## src/rtl/skid_pkg.sv

```systemverilog
// Shared state encoding and decode helpers for the skid_reg pipeline stage.
package skid_pkg;

    localparam int unsigned ST_W = 2;

    localparam logic [ST_W-1:0] ST_EMPTY = 2'd0;
    localparam logic [ST_W-1:0] ST_BUSY  = 2'd1;
    localparam logic [ST_W-1:0] ST_FULL  = 2'd2;

    // The unused code 2'd3 decodes as EMPTY: nothing presented, ready to accept.
    function automatic logic st_out_valid(input logic [ST_W-1:0] st);
        return (st == ST_BUSY) || (st == ST_FULL);
    endfunction

    function automatic logic st_in_ready(input logic [ST_W-1:0] st);
        return (st != ST_FULL);
    endfunction

endpackage

```

## src/rtl/skid_reg_en_reg.sv

```systemverilog
// Clock-enabled data register with asynchronous active-high reset to a parameter value.
module en_reg #(
    parameter int unsigned           WIDTH     = 32,
    parameter logic [WIDTH-1:0]      RESET_VAL = {WIDTH{1'b0}}
) (
    input  logic             clk,
    input  logic             rst,
    input  logic             i_en,
    input  logic [WIDTH-1:0] i_d,
    output logic [WIDTH-1:0] o_q
);

    logic [WIDTH-1:0] r_q;

    always_ff @(posedge clk or posedge rst) begin
        if (rst) begin
            r_q <= RESET_VAL;
        end else if (i_en) begin
            r_q <= i_d;
        end
    end

    assign o_q = r_q;

endmodule

```

## src/rtl/skid_reg.sv

```systemverilog
// Valid/ready pipeline register with a one-entry skid buffer; every output comes from a flop.
module skid_reg
    import skid_pkg::*;
#(
    parameter int unsigned      WIDTH     = 32,
    parameter logic [WIDTH-1:0] RESET_VAL = {WIDTH{1'b0}}
) (
    input  logic             clk,
    input  logic             rst,
    input  logic             flush,
    input  logic             in_valid,
    output logic             in_ready,
    input  logic [WIDTH-1:0] in_data,
    output logic             out_valid,
    input  logic             out_ready,
    output logic [WIDTH-1:0] out_data
);

    logic [ST_W-1:0]  r_state;
    logic [ST_W-1:0]  w_state_nxt;
    logic             r_out_valid;
    logic             r_in_ready;
    logic             w_in_fire;
    logic             w_out_fire;
    logic             w_load_main;
    logic             w_main_from_skid;
    logic             w_load_skid;
    logic [WIDTH-1:0] w_main_d;
    logic [WIDTH-1:0] w_main_q;
    logic [WIDTH-1:0] w_skid_q;

    assign w_in_fire  = in_valid & r_in_ready;
    assign w_out_fire = r_out_valid & out_ready;

    // State register; handshake flags are registered from the next state.
    always_ff @(posedge clk or posedge rst) begin
        if (rst) begin
            r_state     <= ST_EMPTY;
            r_out_valid <= 1'b0;
            r_in_ready  <= 1'b1;
        end else begin
            r_state     <= w_state_nxt;
            r_out_valid <= st_out_valid(w_state_nxt);
            r_in_ready  <= st_in_ready(w_state_nxt);
        end
    end

    // Next-state and data-register enables; flush overrides every handshake.
    always_comb begin
        w_state_nxt      = r_state;
        w_load_main      = 1'b0;
        w_main_from_skid = 1'b0;
        w_load_skid      = 1'b0;

        if (flush) begin
            w_state_nxt = ST_EMPTY;
        end else begin
            case (r_state)
                ST_BUSY: begin
                    if (w_in_fire && w_out_fire) begin
                        w_load_main = 1'b1;
                    end else if (w_in_fire && !out_ready) begin
                        w_load_skid = 1'b1;
                        w_state_nxt = ST_FULL;
                    end else if (!w_in_fire && w_out_fire) begin
                        w_state_nxt = ST_EMPTY;
                    end
                end
                ST_FULL: begin
                    if (w_out_fire) begin
                        w_load_main      = 1'b1;
                        w_main_from_skid = 1'b1;
                        w_state_nxt      = ST_BUSY;
                    end
                end
                default: begin
                    w_state_nxt = ST_EMPTY;
                    if (w_in_fire) begin
                        w_load_main = 1'b1;
                        w_state_nxt = ST_BUSY;
                    end
                end
            endcase
        end
    end

    assign w_main_d = w_main_from_skid ? w_skid_q : in_data;

    en_reg #(
        .WIDTH     (WIDTH),
        .RESET_VAL (RESET_VAL)
    ) u_main (
        .clk  (clk),
        .rst  (rst),
        .i_en (w_load_main),
        .i_d  (w_main_d),
        .o_q  (w_main_q)
    );

    en_reg #(
        .WIDTH     (WIDTH),
        .RESET_VAL (RESET_VAL)
    ) u_skid (
        .clk  (clk),
        .rst  (rst),
        .i_en (w_load_skid),
        .i_d  (in_data),
        .o_q  (w_skid_q)
    );

    assign out_data  = w_main_q;
    assign out_valid = r_out_valid;
    assign in_ready  = r_in_ready;

endmodule

```

## config.mk

```make
export PLATFORM = sky130hd
export DESIGN_NAME = skid_reg
export DESIGN_NICKNAME = d
export VERILOG_FILES = /design/src/rtl/skid_pkg.sv /design/src/rtl/skid_reg_en_reg.sv /design/src/rtl/skid_reg.sv
export SDC_FILE = /design/constraint.sdc
export NUM_CORES = 1
export LEC_CHECK = 0
export CAP_MARGIN = 20
export CORE_UTILIZATION = 50
export DETAILED_ROUTE_END_ITERATION = 10
export GPL_TIMING_DRIVEN = 1
export MAX_ROUTING_LAYER = met4
export PLACE_DENSITY = 0.79
export SYNTH_ARGS = -nofsm -noshare
export SYNTH_HDL_FRONTEND = slang
export SYNTH_SLANG_ARGS = --single-unit
```

## constraint.sdc

```tcl
create_clock -name clk -period 3.8 [get_ports clk]
set_clock_uncertainty 0.2 [all_clocks]
set_input_delay 0.38 -clock clk [delete_from_list [all_inputs] [get_ports clk]]
set_output_delay 0.38 -clock clk [all_outputs]
set_load 0.03 [all_outputs]
```

Word-level counts from Yosys, hierarchy flattened
Cells that the tools add are included.

Input port bits: 37. Memory bits (writable): 0. Logic and storage cells: 37. Bits in read-only memories: 0. Bits in latches: 0. Memories kept: 0. Register bits: 68.

Shift-type cells: 0. Muxes and demuxes: 19. Eq/ne operators: 5. Reductions and logical operators: 6. $lt $le $gt $ge: 0. $mul: 0. Divide/modulo/power cells: 0. $add $sub $neg: 0. Bitwise gates (word level): 2.

Operator list (number): 32-bit two-way mux (1); 1-bit two-way mux (11); 2-bit two-way mux (5); 2-bit by 1-bit equality test with 1-bit output, second input constant (2); 2-bit equality test, second input constant (2); 2-bit case mux with 2 select lines (1); 1-bit logical AND (3); 1-bit AND (2); 1-bit logical NOT (2); 2-bit != test, second input constant (1); 1-bit case mux with 2 select lines (1); 1-bit logical OR (1).

Logic depth before layout (Yosys ltp)
Depth after elaboration: 10. Depth in mapped cells: 7. Gate-level depth less buffers: 7.

Cells and area by module
A second synthesis with hierarchy kept.

Cell total of the unflattened synthesis: 204. Area, all modules: 3499.6 sq um.

By module, submodules not included: en_reg (area an instance 1348.8 sq um, sequential area each 800.8 sq um, instances 2, cells each 69); skid_reg (area an instance 802.0 sq um, sequential area each 101.3 sq um, instances 1, cells each 66).

Worst setup path before layout
Ideal clock, no wire load.

Path kind: reg-to-reg. Start point: reg r_in_ready, in the netlist in_ready. End point: reg u_skid.r_q[20], in the netlist u_skid.o_q[20]. Period minus slack after synthesis: 2.071 ns. Library setup time: 0.125 ns. Buffers on the path: 2. Path slack: 1.729 ns. Stages on the path, launching flop included: 7. Arrival: 1.746 ns. Cells stage by stage: dfstp_2 > nand2_1 > nor3b_1 > nor2b_1 > clkbuf_2 > buf_4 > mux2_2.

Longest elaborated chain between the ends: 6. Elaborated cells on any way between the ends: 7.

Ends and longest elaborated chain: start: declaration (line skid_reg.sv:22) `logic r_in_ready;`; start signal: assignment (line skid_reg.sv:44) `r_in_ready <= st_in_ready(w_state_nxt);`; 1-bit AND * (line skid_reg.sv:32) `assign w_in_fire = in_valid & r_in_ready;`; 1-bit logical AND (line skid_reg.sv:62) `end else if (w_in_fire && !out_ready) begin`; 1-bit two-way mux (line skid_reg.sv:62); 1-bit two-way mux * (line skid_reg.sv:60) `if (w_in_fire && w_out_fire) begin`; 1-bit two-way mux * (line skid_reg.sv:58) `case (r_state)`; 1-bit two-way mux * (line skid_reg.sv:55) `if (flush) begin`; end signal: assignment (line skid_reg_en_reg.sv:19) `r_q <= i_d;`; end: declaration (line skid_reg_en_reg.sv:13) `logic [WIDTH-1:0] r_q;`.

Mark *: on every way between the ends. The rest lies on a longest branch, timed or not. A chain may end at the register's enable or synchronous reset.

Worst setup path after layout
Start point: reg r_state[0]. End point: reg u_main.r_q[20], in the netlist u_main.o_q[20].

Longest elaborated chain between the ends: 4. Elaborated cells on any way between the ends: 7.

Ends and longest elaborated chain: start: declaration (line skid_reg.sv:19) `logic [ST_W-1:0] r_state;`; start signal: assignment (line skid_reg.sv:42) `r_state <= w_state_nxt;`; 2-bit equality test (line skid_reg.sv:58); 1-bit two-way mux (line skid_reg.sv:58); 1-bit two-way mux (line skid_reg.sv:55); 32-bit two-way mux (line skid_reg.sv:87) `assign w_main_d = w_main_from_skid ? w_skid_q : in_data;`; end signal: assignment (line skid_reg_en_reg.sv:19); end: declaration (line skid_reg_en_reg.sv:13).

Several ways; a longest one is shown, not always the timed one.

==> flow_metrics.env <==
export IMPL_drv_slew=0
export IMPL_drive_gt1_share_pct=42.70
export IMPL_switching_share_pct=29.88
export IMPL_max_freq_ghz=0.3875
export IMPL_vdd_drop_max_v=0.0004213
export IMPL_ctsHtreeMaxLevel=3
export IMPL_hold_path_class="reg -> reg"
export IMPL_cp_arrival_ns=2.60
export IMPL_ff2ff_path_depth=5
export IMPL_core_area_um2=6026
export IMPL_ys_flop_type="dfrtp_1"
export IMPL_finalNetCount=316
export IMPL_antenna_diode_count=0
export IMPL_post_cts_resized=0
export IMPL_hpwlAfterDp_um=3544
export IMPL_post_route_min_period_ns=2.581
export IMPL_fin_crit_sh_pct=67.91
export IMPL_track_usage_pct=18.30
export IMPL_finalSetupViolCount=0
export IMPL_grt_pass1_vias=1920
export IMPL_die_w_um=81.66
export IMPL_synth_top_area_share_pct=52.84
export IMPL_grt_ovfl_total=0
export IMPL_gp_congestion=0.8289
export IMPL_drc=0
export IMPL_yosys_top_cells_area="dfrtp_1 (53%), mux2_2 (23%), mux2_4 (14%)"
export IMPL_criticalPathCategory="reg -> reg"
export IMPL_leakage_nw=1.875
export IMPL_dr_first_iter_drc_count=79
export IMPL_cts_setup_buffers=0
export IMPL_yosysMostFrequentCell="dfrtp_1"
export IMPL_synthArstFlopShare_pct=100.0
export IMPL_finalHoldViolations=0
export IMPL_antenna_left=0
export IMPL_multi_input_area_um2=1383
export IMPL_row_count=28
export IMPL_critPathCaptureType="flop"
export IMPL_nFillCells=438
export IMPL_register_area_um2=1703
export IMPL_cts_sinks=68
export IMPL_cts_buffers=9
export IMPL_crit_required_ns=3.82
export IMPL_grt_pass1_wl_um=8659
export IMPL_p_per_area_nw_per_um2=544.9
export IMPL_worstMarginPinSlew_ns=0.8605
export IMPL_clkSlewWorstSetupHoldPaths_ns=0.07
export IMPL_pwr_share_seq_pct=45.6
export IMPL_worstPathMaxFanout=32
export IMPL_pwr_share_comb_pct=29.6
export IMPL_netlist_instances=202
export IMPL_yosysWarningCount=0
export IMPL_pin_count=71
export IMPL_port_buffers=70
export IMPL_dieArea_um2=6668
export IMPL_syn_to_final_growth_pct=29.53
export IMPL_netSwitchingPower_uw=669.2
export IMPL_relSlewSlack_pct=42.64
export IMPL_holdPathStages=1
export IMPL_synth_avg_cell_area_um2=15.71
export IMPL_synth_seq_cells=68
export IMPL_yosys_area_top_type="dfrtp_1"
export IMPL_vias=1862
export IMPL_synth_edff_count=0
export IMPL_via_per_inst=5.230
export IMPL_synth_cell_types=24
export IMPL_antenna_found_initial=0
export IMPL_clkPwrFrac_pct=24.7
export IMPL_rsz0062_at_grt="false"
export IMPL_tritoncts="done"
export IMPL_die_height_um=81.66
export IMPL_cts_buffer_depth=2
export IMPL_grt_max_degree=69
export IMPL_start_kind="flop"
export IMPL_fin_tns_setup_ns=0
export IMPL_syn_num_nets=242
export IMPL_firstDrtPassIters=4
export IMPL_status="finished, final reports clean"
export IMPL_clk_latency_ns=0.33
export IMPL_postCtsHoldBufs=0
export IMPL_wl_per_cell_um=15.08
export IMPL_ys_seq_area_share_pct=53.67
export IMPL_synth_area_um2=3173
export IMPL_synth_common_cells="dfrtp_1 (67), mux2_2 (65), mux2_4 (30)"
export IMPL_p_int_mw=1.571
export IMPL_cts_root_buf="clkbuf_8"
export IMPL_drt_wl_total_um=5370
export IMPL_total_power_mw=2.240
export IMPL_maxCapViolCount=0
export IMPL_start_util_pct=52.66
[power groups by stage]
stage               Sequential, mW  Clock, mW  Combinational, mW
floorplan                     1.19          0              0.250
CTS                           1.02      0.570              0.672
detailed placement            1.04          0              0.671
finish                        1.02      0.553              0.664
global route                  1.05      0.594              0.711
global placement              1.03          0              0.655
[cell type report]
| class | count | area share, % |
|---|---|---|
| flip-flops and latches | 68 | 41.43 |
| multi-input cells | 119 | 33.64 |
| repair buffers | 73 | 17.60 |
| clock buffers | 13 | 4.110 |
| well taps | 75 | 2.283 |
| clock inverters | 3 | 0.4871 |
| inverters | 5 | 0.4566 |
[registers in the layout, summed over array words and instances, names as in the netlist]
signal / count
out_valid: 1
u_skid.o_q: 32
r_state: 2
u_main.o_q: 32
in_ready: 1
[path summary, 6_finish.rpt]
kind	from	endpoint	slack, ns
setup reg to reg	r_state[0]	u_main.o_q[20]	1.22
setup / recovery	r_state[0]	u_main.o_q[20]	1.22
hold reg to reg	u_skid.o_q[25]	u_skid.o_q[25]	0.29
max in group asynchronous	rst	u_skid.o_q[15]	2.41
hold / removal	u_skid.o_q[25]	u_skid.o_q[25]	0.29
min in group asynchronous	rst	u_main.o_q[4]	0.41
[worst max-delay path: stages, from the launching register on]
cell,delay (ns)
dfrtp_1,0.41
inv_1,0.08
ha_1,0.26
nand4b_4,0.69
mux2_4,0.55
mux2_2,0.26
[cells in the final DEF (no fill, tap or decap), types with 2 or more instances in the layout]
cell             Yosys  final
dfrtp_1             67     67
mux2_2              65     65
nand3_1              2      2
inv_1                5      4
clkbuf_8             0     12
nand2_1              3      3
a21oi_1              2      2
nor2_1               3      3
clkdlybuf4s50_1      0     70
mux2_4              30     30
ha_1                 3      3
clkinvlp_4           0      2
buf_4                6      3
[kinds of logic after synthesis]
| family | Yosys count | synth area share (%) |
|---|---|---|
| AO/OA/AOI/OAI | 7 | 1.735 |
| AND/OR/NAND/NOR | 13 | 2.563 |
| multiplexers | 96 | 37.62 |
| adder cells (fa/ha/maj) | 3 | 1.183 |
| buffers and inverters | 15 | 3.233 |
| flip-flops | 68 | 53.67 |
[per-stage QoR]
step | instances | setup slack [ns] | util, % | area, µm² | hold WS (ns)
floorplan | 202 | 1.510 | - | 3173 | 0.2583
detailed placement | 340 | 0.9048 | 65.07 | 3921 | 0.2798
finish | 356 | 1.219 | 68.21 | 4110 | 0.2920
global route | 356 | 1.093 | 68.21 | 4110 | 0.3235
global placement | 340 | 0.9716 | 65.07 | 3921 | 0.2687
CTS | 356 | 1.194 | 68.21 | 4110 | 0.2962
[layer usage]
metal  vias up  GRT usage [%]  share of wire, %
li1        861              -                 -
met1       942          20.96                44
met2        49          30.08                49
met3        10          4.000               4.7
met4         0          9.649               2.0
met5         -              -                 0
Power figures use the tool's default switching activity.
